### config.mk
export PLATFORM = sky130hd
export DESIGN_NAME = bavul_istemci
export DESIGN_NICKNAME = d
export VERILOG_FILES = /design/src/rtl/bavul_pkg.sv /design/src/rtl/bavul_zamanlayici.sv /design/src/rtl/bavul_istemci.sv
export SDC_FILE = /design/constraint.sdc
export NUM_CORES = 1
export LEC_CHECK = 0
export BUFFER_PORTS_ARGS = -buffer_cell sky130_fd_sc_hd__buf_2
export CAP_MARGIN = 20
export CORE_MARGIN = 1.5
export CORE_UTILIZATION = 28
export CTS_CLUSTER_DIAMETER = 50
export CTS_CLUSTER_SIZE = 30
export DETAILED_ROUTE_END_ITERATION = 7
export GPL_TIMING_DRIVEN = 0
export HOLD_SLACK_MARGIN = 0.1
export PLACE_DENSITY = 0.53
export SYNTH_ARGS = -nofsm -noshare
export SYNTH_HDL_FRONTEND = slang
export SYNTH_SLANG_ARGS = --single-unit
### constraint.sdc
create_clock -name saat -period 2.85 [get_ports saat]
set_input_delay 0 -clock saat [delete_from_list [all_inputs] [get_ports saat]]
set_output_delay 0 -clock saat [all_outputs]
set_load 0.005 [all_outputs]
### src/rtl/bavul_pkg.sv
// Shared definitions for the baggage client and the fee unit it talks to.
// Holds the controller state encoding and the data-path widths.
package bavul_pkg;

  localparam int unsigned AGIRLIK_W = 6;   // bag weight from the scale
  localparam int unsigned UCRET_W   = 8;   // fee per bag from the fee unit
  localparam int unsigned TOPLAM_W  = 10;  // per-passenger fee total

  typedef enum logic [2:0] {
    BOSTA,
    BEKLE_AGIRLIK,
    GONDER,
    BEKLE_BITTI,
    SONUC
  } durum_t;

endpackage

### src/rtl/bavul_zamanlayici.sv
// Fee-unit response timer.
// Ports:
//   saat    - clock
//   reset   - synchronous, active-high reset
//   baslat  - start counting (asserted in the cycle the request is issued)
//   temizle - stop and clear the count (response accepted or timeout taken)
//   doldu   - high in the last cycle the response may still arrive in; the
//             controller reports the timeout on the following cycle
module bavul_zamanlayici #(
  parameter int unsigned ZAMAN_ASIMI = 15
) (
  input  logic saat,
  input  logic reset,
  input  logic baslat,
  input  logic temizle,
  output logic doldu
);

  localparam int unsigned SAYAC_W = $clog2(ZAMAN_ASIMI + 1);

  // Count value equals the number of cycles elapsed since the request cycle;
  // zero means idle.
  logic [SAYAC_W-1:0] sayac_q, sayac_d;

  assign doldu = (sayac_q != '0) && (sayac_q == SAYAC_W'(ZAMAN_ASIMI - 1));

  always_comb begin
    sayac_d = sayac_q;
    if (temizle) begin
      sayac_d = '0;
    end else if (baslat) begin
      sayac_d = SAYAC_W'(1);
    end else if ((sayac_q != '0) && !doldu) begin
      sayac_d = sayac_q + SAYAC_W'(1);
    end
  end

  always_ff @(posedge saat) begin
    if (reset) begin
      sayac_q <= '0;
    end else begin
      sayac_q <= sayac_d;
    end
  end

endmodule

### src/rtl/bavul_istemci.sv
// Baggage check-in client: takes a passenger's bag count, feeds each bag
// weight from the scale to the fee unit and accumulates the returned fees.
// Ports:
//   saat, reset              - clock, synchronous active-high reset
//   yolcu_basla, bavul_sayisi - start a passenger with the given bag count
//   agirlik_gecerli, agirlik_giris - scale strobe and weight
//   basla, agirlik           - request and weight to the fee unit
//   ucret, bitti             - fee and done from the fee unit
//   hazir                    - waiting for a weight
//   toplam_ucret             - accumulated fee of the current passenger
//   tamam, hata              - one-cycle completion / error pulses
module bavul_istemci
  import bavul_pkg::*;
#(
  parameter int unsigned MAX_BAVUL   = 4,
  parameter int unsigned ZAMAN_ASIMI = 15
) (
  input  logic                saat,
  input  logic                reset,
  input  logic                yolcu_basla,
  input  logic [2:0]          bavul_sayisi,
  input  logic                agirlik_gecerli,
  input  logic [AGIRLIK_W-1:0] agirlik_giris,
  output logic                basla,
  output logic [AGIRLIK_W-1:0] agirlik,
  input  logic [UCRET_W-1:0]  ucret,
  input  logic                bitti,
  output logic                hazir,
  output logic [TOPLAM_W-1:0] toplam_ucret,
  output logic                tamam,
  output logic                hata
);

  durum_t               durum_q, durum_d;
  logic [2:0]           kalan_q, kalan_d;
  logic [AGIRLIK_W-1:0] agirlik_q, agirlik_d;
  logic [TOPLAM_W-1:0]  toplam_q, toplam_d;
  logic                 tamam_q, tamam_d;
  logic                 hata_q, hata_d;

  logic sayi_gecerli;
  logic kabul;
  logic baslat, temizle, doldu;

  assign sayi_gecerli = (bavul_sayisi != 3'd0) && (32'(bavul_sayisi) <= MAX_BAVUL);

  bavul_zamanlayici #(
    .ZAMAN_ASIMI(ZAMAN_ASIMI)
  ) u_zamanlayici (
    .saat   (saat),
    .reset  (reset),
    .baslat (baslat),
    .temizle(temizle),
    .doldu  (doldu)
  );

  always_comb begin
    durum_d   = durum_q;
    kalan_d   = kalan_q;
    agirlik_d = agirlik_q;
    toplam_d  = toplam_q;
    tamam_d   = 1'b0;
    hata_d    = 1'b0;
    baslat    = 1'b0;
    temizle   = 1'b0;
    kabul     = 1'b0;

    unique case (durum_q)
      BOSTA, SONUC: begin
        if (yolcu_basla) begin
          if (sayi_gecerli) begin
            kalan_d  = bavul_sayisi;
            toplam_d = '0;
            durum_d  = BEKLE_AGIRLIK;
          end else begin
            hata_d  = 1'b1;
            durum_d = BOSTA;
          end
        end
      end
      BEKLE_AGIRLIK: begin
        if (agirlik_gecerli) begin
          agirlik_d = agirlik_giris;
          durum_d   = GONDER;
        end
      end
      GONDER: begin
        // A zero-latency fee unit answers in the request cycle itself.
        if (bitti) begin
          kabul = 1'b1;
        end else begin
          baslat  = 1'b1;
          durum_d = BEKLE_BITTI;
        end
      end
      BEKLE_BITTI: begin
        // A response arriving in the last allowed cycle still wins.
        if (bitti) begin
          kabul   = 1'b1;
          temizle = 1'b1;
        end else if (doldu) begin
          temizle = 1'b1;
          hata_d  = 1'b1;
          durum_d = BOSTA;
        end
      end
      default: durum_d = BOSTA;
    endcase

    if (kabul) begin
      // 4 * 255 fits in TOPLAM_W bits, so no saturation.
      toplam_d = toplam_q + TOPLAM_W'(ucret);
      kalan_d  = kalan_q - 3'd1;
      if (kalan_q == 3'd1) begin
        durum_d = SONUC;
        tamam_d = 1'b1;
      end else begin
        durum_d = BEKLE_AGIRLIK;
      end
    end
  end

  always_ff @(posedge saat) begin
    if (reset) begin
      durum_q   <= BOSTA;
      kalan_q   <= '0;
      agirlik_q <= '0;
      toplam_q  <= '0;
      tamam_q   <= 1'b0;
      hata_q    <= 1'b0;
    end else begin
      durum_q   <= durum_d;
      kalan_q   <= kalan_d;
      agirlik_q <= agirlik_d;
      toplam_q  <= toplam_d;
      tamam_q   <= tamam_d;
      hata_q    <= hata_d;
    end
  end

  assign basla        = (durum_q == GONDER);
  assign hazir        = (durum_q == BEKLE_AGIRLIK);
  assign agirlik      = agirlik_q;
  assign toplam_ucret = toplam_q;
  assign tamam        = tamam_q;
  assign hata         = hata_q;

endmodule
# After elaboration in Yosys (flattened, before gate mapping)
# Cells that the tools add are included.
# op_classes
eq_ne	11
order_cmp	1
bitwise	1
n_reduce_logical	19
multipliers	0
add_sub_neg	3
div	0
n_shift	0
n_mux	31
# ops
operator	count
10-bit 2-to-1 mux	4
3-bit 2-to-1 mux	11
1-bit 2-to-1 mux	14
3-bit case mux with 4 select lines	1
10-bit by 8-bit adder with 10-bit output	1
3-bit by 2-bit != test with 1-bit output, second input constant	3
2-bit nonzero test	4
2-bit OR reduction	4
3-bit by 1-bit equality test with 1-bit output, second input constant	2
3-bit by 2-bit equality test with 1-bit output, second input constant	2
3-bit != test, second input constant	2
5-bit AND reduction	1
4-bit by 1-bit adder with 4-bit output, second input constant	1
4-bit equality test, second input constant	1
4-bit nonzero test	1
3-bit equality test, second input constant	1
3-bit <= comparator, second input constant	1
1-bit logical AND	3
3-bit zero test	1
3-bit AND reduction	1
3-bit nonzero test	1
3-bit OR reduction	1
3-bit by 1-bit subtractor with 3-bit output, second input constant	1
1-bit case mux with 2 select lines	1
other kinds (3)	3
# totals
wordCells	74
ff_bits	28
mem_count	0
rom_bits	0
latchBits	0
out_inout_bits	20
ramBits	0
input_bits	22

# Depth between registers and ports, before layout
# Gate-level depths: netlist of run 1.
# depth
depth_word	6
ltp_mapped	7
depth_no_buf	7

# Cells and area by module
# A second synthesis of run 1 with hierarchy kept.
# unflattened
cells_unflattened	210
hier_area_um2	1789.2
# by_module_without_submodules
module	area_per_inst_um2	n_inst	seq_area_each_um2	cells_per_inst
bavul_istemci	1544.0	1	480.5	181
bavul_zamanlayici	245.2	1	80.1	29

# Worst setup path before layout of run 1
# OpenSTA, ideal clock, no wires.
# synth_path
kind	register to register
start	register toplam_q[1] (netlist: toplam_ucret[1])
end	register toplam_q[5] (netlist: toplam_ucret[5])
synth_period_minus_slack_ns	1.799
t_arrival_ns	1.677
stages_incl_launch_ff	6
path_buffers	0
setup_ns	0.122
required_time_ns	2.728
setup_slack_ns	1.051
path_cell_list	dfxtp_1 > ha_1 > a211o_1 > a211o_1 > and3_1 > a311o_1
# synth_between
elab_chain_len	2
# synth_rtl
item	line_no	rtl
from (decl)	bavul_istemci.sv:37	logic [TOPLAM_W-1:0] toplam_q, toplam_d;
from (signal assigned)	bavul_istemci.sv:135	toplam_q <= toplam_d;
10-bit by 8-bit adder with 10-bit output	bavul_istemci.sv:112	toplam_d = toplam_q + TOPLAM_W'(ucret);
10-bit 2-to-1 mux	bavul_istemci.sv:110	if (kabul) begin
# Every way passes these cells.
# A chain may end at the register's enable or synchronous reset.

# Worst setup path after layout of run 1
# Same ends and word-level chain as after synthesis.

==> impl_results.md, run 1 <==
- CP bufs+invs: 0
- Post-route antenna net violation count: 0
- Top_reg_cell synth: dfxtp_1
- MaxCap Viol Count: 0
- Pre-CTS setup slack: 948 ps
- Cell mode on critical path: a211o_1
- Initial Util: approximately 30%
- I/O Pins: 42
- FILL cells: approximately 660
- Setup ws final: about 920 ps
- Total grt overflow: 0
- Non-filler cells, final: between 300 and 400
- Top cells by count, synth: 28 x dfxtp_1, 24 x nor2_1, 15 x a21oi_1, 13 x ha_1
- Clk Latency, worst-skew pair: 280 ps
- H-tree levels: 1
- Drt first-iter violations: between 40 and 50
- Cts repair resizes: 0
- DR vias: 1673
- Die width: between 80 and 90 um
- Number of flops mapped to enable cells by yosys: 0
- Pin count of the biggest net entering global routing: 17
- Antenna Cells: 0
- Clock root buffer: clkbuf_8
- Avg Inst Size Synth: 8.69 um^2
- # placed instances: roughly 320
- Slowest CP cell: dfxtp_1
- Cell Area, Synth: roughly 1800 um^2
- Post-CTS setup buffers: 0
- Unrepaired setup endpoints after global routing: false
- Slew @ Worst Pin: 560 ps
- Die H: 83.0 um
- Post-Syn Nets: around 240
- Via/cell ratio: 4.98
- I/O Buffers: 40
- Worst endpoint required time: 3030 ps
- Area of the multi-input gates: 1130 um^2
- Post-synth top area cell: dfxtp_1
- Yosys warns: 0
- Fmax: slightly above 0.5 GHz
- Setup crit end kind: flop
- Initial antenna violation count: 0
- Yosys reg bits: 28
- Arrival time worst endpoint: ~2100 ps
- Final net count: 298
- Layout cells sized above 1: 24.1%
- First-pass detailed-route iteration total: 4
- Mapped Cells: 206
- FF/Latch Area: 561 um^2
- Die area: just under 7000 um^2
- Routed wire length: approximately 4300 um
- CP max FO: 6
- Crit path max-delay family: compound AO/OA/AOI/OAI gates
- Top-count cell post-synth: dfxtp_1
- Leakage: 1.03 nW
- Vias in the first global route: 1567
- First-pass GRT wire length: 7240 um
- Sink Count: 28
- Delay of the slowest cell on the worst path: 400 ps
- Fin Clk Skew: approximately 2.0 ps
- CTS tree: done
- Number of setup violations in the final report: 0
- DP HPWL: 3260 um
- Max Slew Vio Count: 0
- Sequential share of the synthesized area: 31.3%
- Status: finished, final reports clean
- Endpoints failing hold: 0
- Synth top area cells: dfxtp_1 31%, ha_1 9.1%, nor2_1 5.0%
- Gr usage total: 12.4%
- Power per cell area: 435 nW/um^2
- WL/cell: 12.8 um
- Synth top area share: 31.3%
- Tcrit/Tclk final: 67.6%
- Area Growth Syn to Fin: 26.6%
- Synth cell types: 56
- Startpoint types: flop
- GP Congestion: 0.737
- Fraction of registers with async set/reset: 0%
- Maximum vdd ir drop: 0.168 mV
- TritonCTS Buffers: 3
- Min-delay worst type: input port to flop
- Min Tclk post-route: 1930 ps
- Clk buf depth: 2
- CP Class: flop to flop
- Placement Rows: 28
- Slew HR: between 60% and 70%
- Final TNS setup: 0 ps
- CORE AREA: ~6100 um^2
- Clock slew at reported path FFs: 100 ps
- DRC: 0
- Crit-path cells: ha_1, a211o_1, a211o_1, and3_1, a311o_1
-- power by group --
| group | internal [mW] | total [mW] | switching [mW] |
|---|---|---|---|
| Sequential | 0.413 | 0.433 | 0.0199 |
| Combinational | 0.110 | 0.231 | 0.121 |
| Clock | 0.188 | 0.322 | 0.133 |
-- logic make-up after synthesis --
family	after synthesis	synth area share, %
AO/OA/AOI/OAI	60	25.8
XOR/XNOR	1	0.489
adder cells (fa/ha/maj)	14	10.2
buffers and inverters	20	5.59
flip-flops	28	31.3
multiplexers	6	3.35
AND/OR/NAND/NOR	77	23.3
-- worst paths after layout --
check	slack [ps]	start	to	cells after the start
min	120	bavul_sayisi[1]	kalan_q[1]$_SDFFE_PP0P_	3
max reg2reg	920	toplam_ucret[1]$_SDFFE_PP0P_	toplam_ucret[5]$_SDFFE_PP0P_	5
min reg2reg	490	toplam_ucret[4]$_SDFFE_PP0P_	toplam_ucret[4]$_SDFFE_PP0P_	2
max	920	toplam_ucret[1]$_SDFFE_PP0P_	toplam_ucret[5]$_SDFFE_PP0P_	5
-- what timing repair did --
action,in CTS,in global routing
hold endpoints to repair,11,0
endpoints found under the setup margin,0,0
hold buffers,11,0
-- area by class of cell --
class | count | share of cell area (%)
inverters | 10 | 1.66
repair buffers | 51 | 13.7
plain buffers | 10 | 2.76
clock buffers | 3 | 1.82
clock inverters | 1 | 1.33
multi-input cells | 158 | 49.9
well taps | 75 | 4.14
flip-flops and latches | 28 | 24.7
-- tightest hold or removal path, stage by stage --
cell and delay, ps:
buf_2 100, a211oi_1 70, a211oi_2 180
-- per-layer routing --
metal  GRT usage [%]  up-vias  wire (um)
met3            2.58        4        142
met4            2.27        0         29
met2            21.3       25       2060
met1            16.2      773       2070
met5               0        -          0
li1                -      871          -
-- state kept, by name, indices dropped and copies added (netlist names) --
register,flops
u_zamanlayici.sayac_q,4
agirlik,6
hata,1
kalan_q,3
toplam_ucret,10
tamam,1
durum_q,3
-- layout by cell type, fill, tap and decap left out, types with 6 or more instances in the layout --
cell type and instances:
nand3_1 9, o21ai_0 6, ha_1 13, nor3_1 7, nand2_1 8, inv_1 9, mux2i_1 6, buf_2 42
a21oi_1 15, dlygate4sd3_1 11, dfxtp_1 28, nor2_1 24
-- through the flow --
step / hold WS (ps) / util [%] / power [mW] / instance area, um^2
floorplan: 140 / - / 0.600 / 1790
global route: 124 / 37.4 / 1.05 / 2270
detailed placement: 242 / 34.4 / 0.665 / 2080
global placement: 236 / 34.4 / 0.662 / 2080
finish: 123 / 37.4 / 0.986 / 2270
CTS: 117 / 37.4 / 1.00 / 2270
Power figures use the tool's default switching activity.
==> run 2: changes to the inputs <==
ABC_AREA = 1   (was not set)
clock period = 2 ns   (was 2.85 ns; I/O delays follow)
==> impl_results.md, run 2 <==
- Clock slew at reported path FFs: 100 ps (about the same)
- Mapped Cells: 247 (was 206)
- CORE AREA: 5890 um^2 (was 6060 um^2)
- Delay of the slowest cell on the worst path: 360 ps (was 400 ps)
- Yosys reg bits: 28 (unchanged)
- Commonest non-fill, non-tap cell in the layout: nand2_1 (was buf_2)
- Crit-path cells: ha_1, inv_1, fa_1, inv_1, nand3_1, nand2_1, nand2_1, nand2_1, nand2_1, nand3_1, a21oi_1 (was ha_1, a211o_1, a211o_1, and3_1, a311o_1)
- Number of setup violations in the final report: 0 (unchanged)
- Synth top area share: 32.9% (was 31.3%)
- GRT busiest layer: met2 (unchanged)
- Die width: 81.0 um (was 83.0 um)
- Grt met3 use: 1.57% (was 2.58%)
- Layout Utilization: 36.6% (was 37.4%)
- Fraction of registers with async set/reset: 0% (unchanged)
- Initial antenna violation count: 0 (unchanged)
- Pin count of the biggest net entering global routing: 17 (unchanged)
- First-pass GRT wire length: 6670 um (was 7240 um)
- Switching pwr: 371 uW (was 274 uW)
- Setup ws final: 277 ps (was 924 ps)
- Placed inst area: 2000 um^2 (was 2080 um^2)
- WL/cell: 11.1 um (was 12.8 um)
- Setup crit end kind: flop (unchanged)
- Final instance area: 2160 um^2 (was 2270 um^2)
- Post-synth top area cell: dfxtp_1 (unchanged)
- I/O Buffers: 40 (unchanged)
- MaxCap Viol Count: 0 (unchanged)
- Endpoints failing hold: 0 (unchanged)
- Slew HR: 63.7% (was 62.6%)
- TritonCTS Buffers: 3 (unchanged)
- I/O Pins: 42 (unchanged)
- Total grt overflow: 0 (unchanged)
- Post-CTS Hold Fix Bufs: 9 (was 11)
- First-pass detailed-route iteration total: 4 (unchanged)
- Logic pwr share: 20.3% (was 23.4%)
- FF-to-FF path depth: 11 (was 5)
- Layout cells sized above 1: 18.7% (was 24.1%)
- Post-CTS setup buffers: 0 (unchanged)
- CP max FO: 4 (was 6)
- Sink Count: 28 (unchanged)
- GP Congestion: 0.761 (was 0.737)
- Synth cell types: 32 (was 56)
- Pre-CTS setup slack: 270 ps (was 948 ps)
- Switching portion of total power: 27.6% (was 27.8%)
- Power per cell area: 623 nW/um^2 (was 435 nW/um^2)
- Min-delay worst type: input port to flop (unchanged)
- Reg2Reg Capture Point: toplam_ucret[8]$_SDFFE_PP0P_ (was toplam_ucret[5]$_SDFFE_PP0P_)
- Slowest CP cell: dfxtp_1 (unchanged)
- Min Tclk post-route: 1720 ps (was 1930 ps)
- Final net count: 337 (was 298)
- Clock power share: 33.8% (was 32.6%)
- Antenna Cells: 0 (unchanged)
- Die H: 81.0 um (was 83.0 um)
- Arrival time worst endpoint: 1870 ps (was 2100 ps)
- Gr usage total: 12.9% (was 12.4%)
- Post-Syn Nets: 283 (was 242)
- Slew @ Worst Pin: 544 ps (was 560 ps)
- Top_reg_cell synth: dfxtp_1 (unchanged)
- H-tree levels: 1 (unchanged)
- Hold-critical path endpoint: toplam_ucret[0]$_SDFFE_PP0P_ (was kalan_q[1]$_SDFFE_PP0P_)
- Avg Inst Size Synth: 6.89 um^2 (was 8.69 um^2)
- Initial Util: 28.9% (was 29.5%)
- Post-route antenna net violation count: 0 (unchanged)
- Crit path max-delay family: adder cells (was compound AO/OA/AOI/OAI gates)
- Area Growth Syn to Fin: 26.8% (was 26.6%)
- Status: finished, final reports clean (unchanged)
- Commonest non-fill, non-tap cells in the layout: 54 x nand2_1, 41 x buf_2, 29 x inv_1 (was 42 x buf_2, 28 x dfxtp_1, 24 x nor2_1)
- Internal power: 973 uW (was 712 uW)
- Die area: 6550 um^2 (was 6880 um^2)
- Hold Path Depth: 4 (was 3)
- Worst endpoint required time: 2150 ps (was 3030 ps)
- Fmax: 0.580 GHz (was 0.519 GHz)
- Top cells by count, synth: 54 x nand2_1, 29 x inv_1, 28 x dfxtp_1, 25 x nor2_1, 24 x nand3_1 (was 28 x dfxtp_1, 24 x nor2_1, 15 x a21oi_1, 13 x ha_1)
- Startpoint types: flop (unchanged)
- CP bufs+invs: 2 (was 0)
- Routed wire length: 4160 um (was 4300 um)
- Cell mode on critical path: nand2_1 (was a211o_1)
- Register share of total power: 45.9% (was 43.9%)
- Reg2Reg Setup Slack: 280 ps (was 920 ps)
- Vias in the first global route: 1495 (was 1567)
- Cts repair resizes: 0 (unchanged)
- Fin Clk Skew: 6.01 ps (was 1.96 ps)
- Number of flops mapped to enable cells by yosys: 0 (unchanged)
- Tcrit/Tclk final: 86.1% (was 67.6%)
- Cell Area, Synth: 1700 um^2 (was 1790 um^2)
- Clk Latency, worst-skew pair: 280 ps (about the same)
- DRC: 0 (unchanged)
- HP Start: ucret[0] (was bavul_sayisi[1])
- Clk buf depth: 2 (unchanged)
- Placement Rows: 28 (unchanged)
- Final TNS setup: 0 ps (unchanged)
- Unrepaired setup endpoints after global routing: false (unchanged)
- Critical R2R Launch: toplam_ucret[0]$_SDFFE_PP0P_ (was toplam_ucret[1]$_SDFFE_PP0P_)
- Synth top area cells: dfxtp_1 33%, nand2_1 12%, ha_1 9.6% (was dfxtp_1 31%, ha_1 9.1%, nor2_1 5.0%)
- Leakage: 1.05 nW (was 1.03 nW)
- Max Slew Vio Count: 0 (unchanged)
- DP HPWL: 3200 um (was 3260 um)
- Met2 Use GR: 21.7% (was 21.3%)
- Maximum vdd ir drop: 0.224 mV (was 0.168 mV)
- CP Class: flop to flop (unchanged)
- Overall Power: 1.34 mW (was 986 uW)
- Drt first-iter violations: 69 (was 48)
- Met1 Usage GRT: 17.5% (was 16.2%)
- Yosys warns: 0 (unchanged)
- Via/cell ratio: 4.60 (was 4.98)
- Max FFs per register: 10 (unchanged)
- Sequential share of the synthesized area: 32.9% (was 31.3%)
- Top-count cell post-synth: nand2_1 (was dfxtp_1)
- DR vias: 1726 (was 1673)
- CTS tree: done (unchanged)
- Clock root buffer: clkbuf_8 (unchanged)
## run 2: cell types whose count changed after synthesis, moves of 4 or more
| cell | previous run | this run |
|---|---|---|
| a211o_1 | 5 | 0 |
| nor3_1 | 7 | 1 |
| inv_1 | 9 | 29 |
| nand2_1 | 8 | 54 |
| o21ai_0 | 6 | 11 |
| o21ai_1 | 0 | 6 |
| nand4_1 | 0 | 4 |
| a21oi_1 | 15 | 23 |
| nand3_1 | 9 | 24 |
| o211ai_1 | 4 | 0 |
| o21a_1 | 5 | 1 |
| mux2i_1 | 6 | 0 |
## run 2: worst max path at each step
stage,endpoint,depth (start not counted),from
final,toplam_ucret[8]$_SDFFE_PP0P_,11,toplam_ucret[0]$_SDFFE_PP0P_
after floorplan,toplam_ucret[8]$_SDFFE_PP0P_,11,toplam_ucret[0]$_SDFFE_PP0P_
after global placement,toplam_ucret[8]$_SDFFE_PP0P_,11,toplam_ucret[0]$_SDFFE_PP0P_
after global routing,toplam_ucret[8]$_SDFFE_PP0P_,11,toplam_ucret[0]$_SDFFE_PP0P_
after CTS,toplam_ucret[8]$_SDFFE_PP0P_,11,toplam_ucret[0]$_SDFFE_PP0P_
after detailed placement,toplam_ucret[8]$_SDFFE_PP0P_,11,toplam_ucret[0]$_SDFFE_PP0P_
## run 2: final cells by class
cell class	instances	area, um^2
Tap cell	75	93.8
Multi-Input combinational cell	182	993
Timing Repair Buffer	49	290
Sequential cell	28	561
Inverter	31	116
Clock buffer	3	41.3
Buffer	6	31.3
Fill cell	645	3730
Clock inverter	1	30.0
## run 2: worst min-delay path: cells and delay by family
kind                     cells  cell delay [ps]
adder cells (fa/ha/maj)      1              120
AND/OR/NAND/NOR              1               50
buffers and inverters        1               80
AO/OA/AOI/OAI                1              120
## run 2: cells by family (layout without fill, tap and decap cells)
group / count (synthesis) / count (layout) / synth area share [%]
AND/OR/NAND/NOR: 118 / 118 / 30.5
AO/OA/AOI/OAI: 48 / 48 / 16.1
buffers and inverters: 37 / 90 / 8.68
flip-flops: 28 / 28 / 32.9
adder cells (fa/ha/maj): 14 / 14 / 10.7
XOR/XNOR: 2 / 2 / 1.03
## run 2: power groups by stage
stage | clock [mW] | sequential, mW | combinational, mW
floorplan | 0 | 0.627 | 0.174
global placement | 0 | 0.629 | 0.259
detailed placement | 0 | 0.629 | 0.260
CTS | 0.471 | 0.617 | 0.274
global route | 0.492 | 0.620 | 0.314
finish | 0.454 | 0.617 | 0.273
## run 2: per-stage QoR
stage	std cells	hold slack, ps
floorplan	247	135
finish	375	118
global route	375	136
detailed placement	362	230
global placement	362	223
CTS	375	111
## run 2: metal layers
metal  part of all wire, %  wire (um)
met1                    51       2110
met3                   4.8        199
met4                  0.79         33
met2                    44       1820
met5                     0          0
==> run 3: changes to the inputs <==
BUFFER_PORTS_ARGS = not set   (was -buffer_cell sky130_fd_sc_hd__buf_2)
DONT_BUFFER_PORTS = 1   (was not set)
PLACE_DENSITY = 0.49   (was 0.53)
clock period = 1.4 ns   (was 2 ns; I/O delays follow)
==> impl_results.md, run 3 (same netlist as run 2, synthesis figures left out) <==
- Status: finished, violations left (was finished, final reports clean)
- Violated checks: setup timing
- H-tree levels: 1 (unchanged)
- Clk Latency, worst-skew pair: 280 ps (about the same)
- Power per cell area: 824 nW/um^2 (was 623 nW/um^2)
- Register share of total power: 43.7% (was 45.9%)
- Layout cells sized above 1: 31.4% (was 18.7%)
- GP Congestion: 0.828 (was 0.761)
- Tcrit/Tclk final: 107% (was 86.1%)
- Hold_ws: 13.2 ps (was 118 ps)
- Clk buf depth: 2 (unchanged)
- Post-route antenna net violation count: 0 (unchanged)
- Fin Clk Skew: 3.21 ps (was 6.01 ps)
- Area Growth Syn to Fin: 44.7% (was 26.8%)
- Logic pwr share: 23.7% (was 20.3%)
- Leakage: 0.998 nW (was 1.05 nW)
- Endpoints failing hold: 0 (unchanged)
- WL/cell: 13.4 um (was 11.1 um)
- Placed inst area: 1820 um^2 (was 2000 um^2)
- Slew HR: 60.4% (was 63.7%)
- Die width: 81.0 um (unchanged)
- Post-CTS Hold Fix Bufs: 18 (was 9)
- Setup crit end kind: flop (unchanged)
- Final net count: 317 (was 337)
- Worst endpoint required time: 1550 ps (was 2150 ps)
- CP Class: flop to flop (unchanged)
- Min-delay worst type: input port to flop (unchanged)
- TritonCTS Buffers: 3 (unchanged)
- Antenna Cells: 0 (unchanged)
- Placement Rows: 28 (unchanged)
- Drt first-iter violations: 49 (was 69)
- DP HPWL: 3170 um (was 3200 um)
- Clock power share: 32.7% (was 33.8%)
- Max FFs per register: 10 (unchanged)
- Die area: 6550 um^2 (unchanged)
- First-pass GRT wire length: 7380 um (was 6670 um)
- Internal power: 1.44 mW (was 973 uW)
- Setup ws final: -102 ps (was 277 ps)
- Clock root buffer: clkbuf_8 (unchanged)
- DRC: 0 (unchanged)
- MaxCap Viol Count: 0 (unchanged)
- Final instance area: 2460 um^2 (was 2160 um^2)
- Final TNS setup: -231 ps (was 0 ps)
- CP max FO: 3 (was 4)
- First-pass detailed-route iteration total: 4 (unchanged)
- Switching portion of total power: 28.9% (was 27.6%)
- Max Slew Vio Count: 0 (unchanged)
- Unrepaired setup endpoints after global routing: true (was false)
- Slew @ Worst Pin: 594 ps (was 544 ps)
- Startpoint types: flop (unchanged)
- # placed instances: 322 (was 362)
- Commonest non-fill, non-tap cell in the layout: nand2_1 (unchanged)
- Min Tclk post-route: 1500 ps (was 1720 ps)
- Via/cell ratio: 4.83 (was 4.60)
- Arrival time worst endpoint: 1650 ps (was 1870 ps)
- Layout Utilization: 41.8% (was 36.6%)
- Initial antenna violation count: 0 (unchanged)
- Non-filler cells, final: 355 (was 375)
- Clock slew at reported path FFs: 100 ps (about the same)
- I/O Buffers: 0 (was 40)
- Switching pwr: 587 uW (was 371 uW)
- Routed wire length: 4750 um (was 4160 um)
- CORE AREA: 5890 um^2 (unchanged)
- Total grt overflow: 0 (unchanged)
- Initial Util: 28.9% (unchanged)
- Commonest non-fill, non-tap cells in the layout: 47 x nand2_1, 22 x inv_1, 20 x nor2_1 (was 54 x nand2_1, 41 x buf_2, 29 x inv_1)
- CTS tree: done (unchanged)
- Number of setup violations in the final report: 3 (was 0)
- Fmax: 0.666 GHz (was 0.580 GHz)
- Sink Count: 28 (unchanged)
- DR vias: 1713 (was 1726)
- Overall Power: 2.03 mW (was 1.34 mW)
- Gr usage total: 14.6% (was 12.9%)
- Pin count of the biggest net entering global routing: 17 (unchanged)
- Die H: 81.0 um (unchanged)
- Maximum vdd ir drop: 0.528 mV (was 0.224 mV)
- Pre-CTS setup slack: -184 ps (was 270 ps)
- I/O Pins: 42 (unchanged)
- Vias in the first global route: 1571 (was 1495)
-- run 3: cell types whose count changed in the layout (fill, tap and decap cells not counted), moves of 6 or more --
cell | before | now
buf_2 | 41 | 0
buf_4 | 2 | 10
dfxtp_1 | 28 | 15
dfxtp_4 | 0 | 9
dlygate4sd3_1 | 9 | 18
ha_1 | 13 | 5
ha_4 | 0 | 8
inv_1 | 29 | 22
inv_2 | 2 | 9
nand2_1 | 54 | 47
nand2_2 | 0 | 6
nand3_1 | 24 | 15
-- run 3: path summary, 6_finish.rpt --
| check | from | to | slack [ps] | depth (start not counted) |
|---|---|---|---|---|
| max reg2reg | toplam_ucret[0]$_SDFFE_PP0P_ | toplam_ucret[8]$_SDFFE_PP0P_ | -100 | 11 |
| max | toplam_ucret[0]$_SDFFE_PP0P_ | toplam_ucret[8]$_SDFFE_PP0P_ | -100 | 11 |
| min reg2reg | kalan_q[2]$_SDFFE_PP0P_ | kalan_q[2]$_SDFFE_PP0P_ | 480 | 2 |
| min | ucret[0] | toplam_ucret[0]$_SDFFE_PP0P_ | 10 | 3 |
-- run 3: area by class of cell --
type / count / area, um^2
fillers: 627 / 3420
multi-input cells: 182 / 1270
flip-flops and latches: 28 / 599
repair buffers: 29 / 267
inverters: 31 / 116
well taps: 75 / 93.8
plain buffers: 6 / 42.5
clock buffers: 3 / 41.3
clock inverters: 1 / 30.0
-- run 3: critical path: stages, from the launching register on --
cell and delay, ps:
dfxtp_4 380, ha_4 130, inv_2 30, fa_2 330, inv_2 80, nand3_2 60, nand2_2 80, nand2_2 60
nand2_1 50, nand2_1 40, nand3_1 70, a21oi_1 50
-- run 3: power by group through the flow --
stage	clock network (mW)	logic, mW	registers, mW
2_1_floorplan	0	0.252	0.896
3_3_place_gp	0	0.315	0.907
3_5_place_dp	0	0.318	0.905
4_1_cts	0.684	0.386	0.892
5_1_grt	0.708	0.539	0.894
6_report	0.662	0.480	0.886
-- run 3: timing repair --
item	4_1_cts	5_1_grt
pin swaps	9	16
resized for setup	24	61
hold endpoints to repair	24	2
buffers inserted	2	10
endpoints found under the setup margin	20	26
-- run 3: routing by layer --
metal / up-vias / track usage, % / wire length, um
li1: 882 / - / -
met1: 791 / 19.5 / 2270
met2: 36 / 23.9 / 2260
met3: 4 / 2.36 / 173
met4: 0 / 4.83 / 56
met5: - / 0 / 0
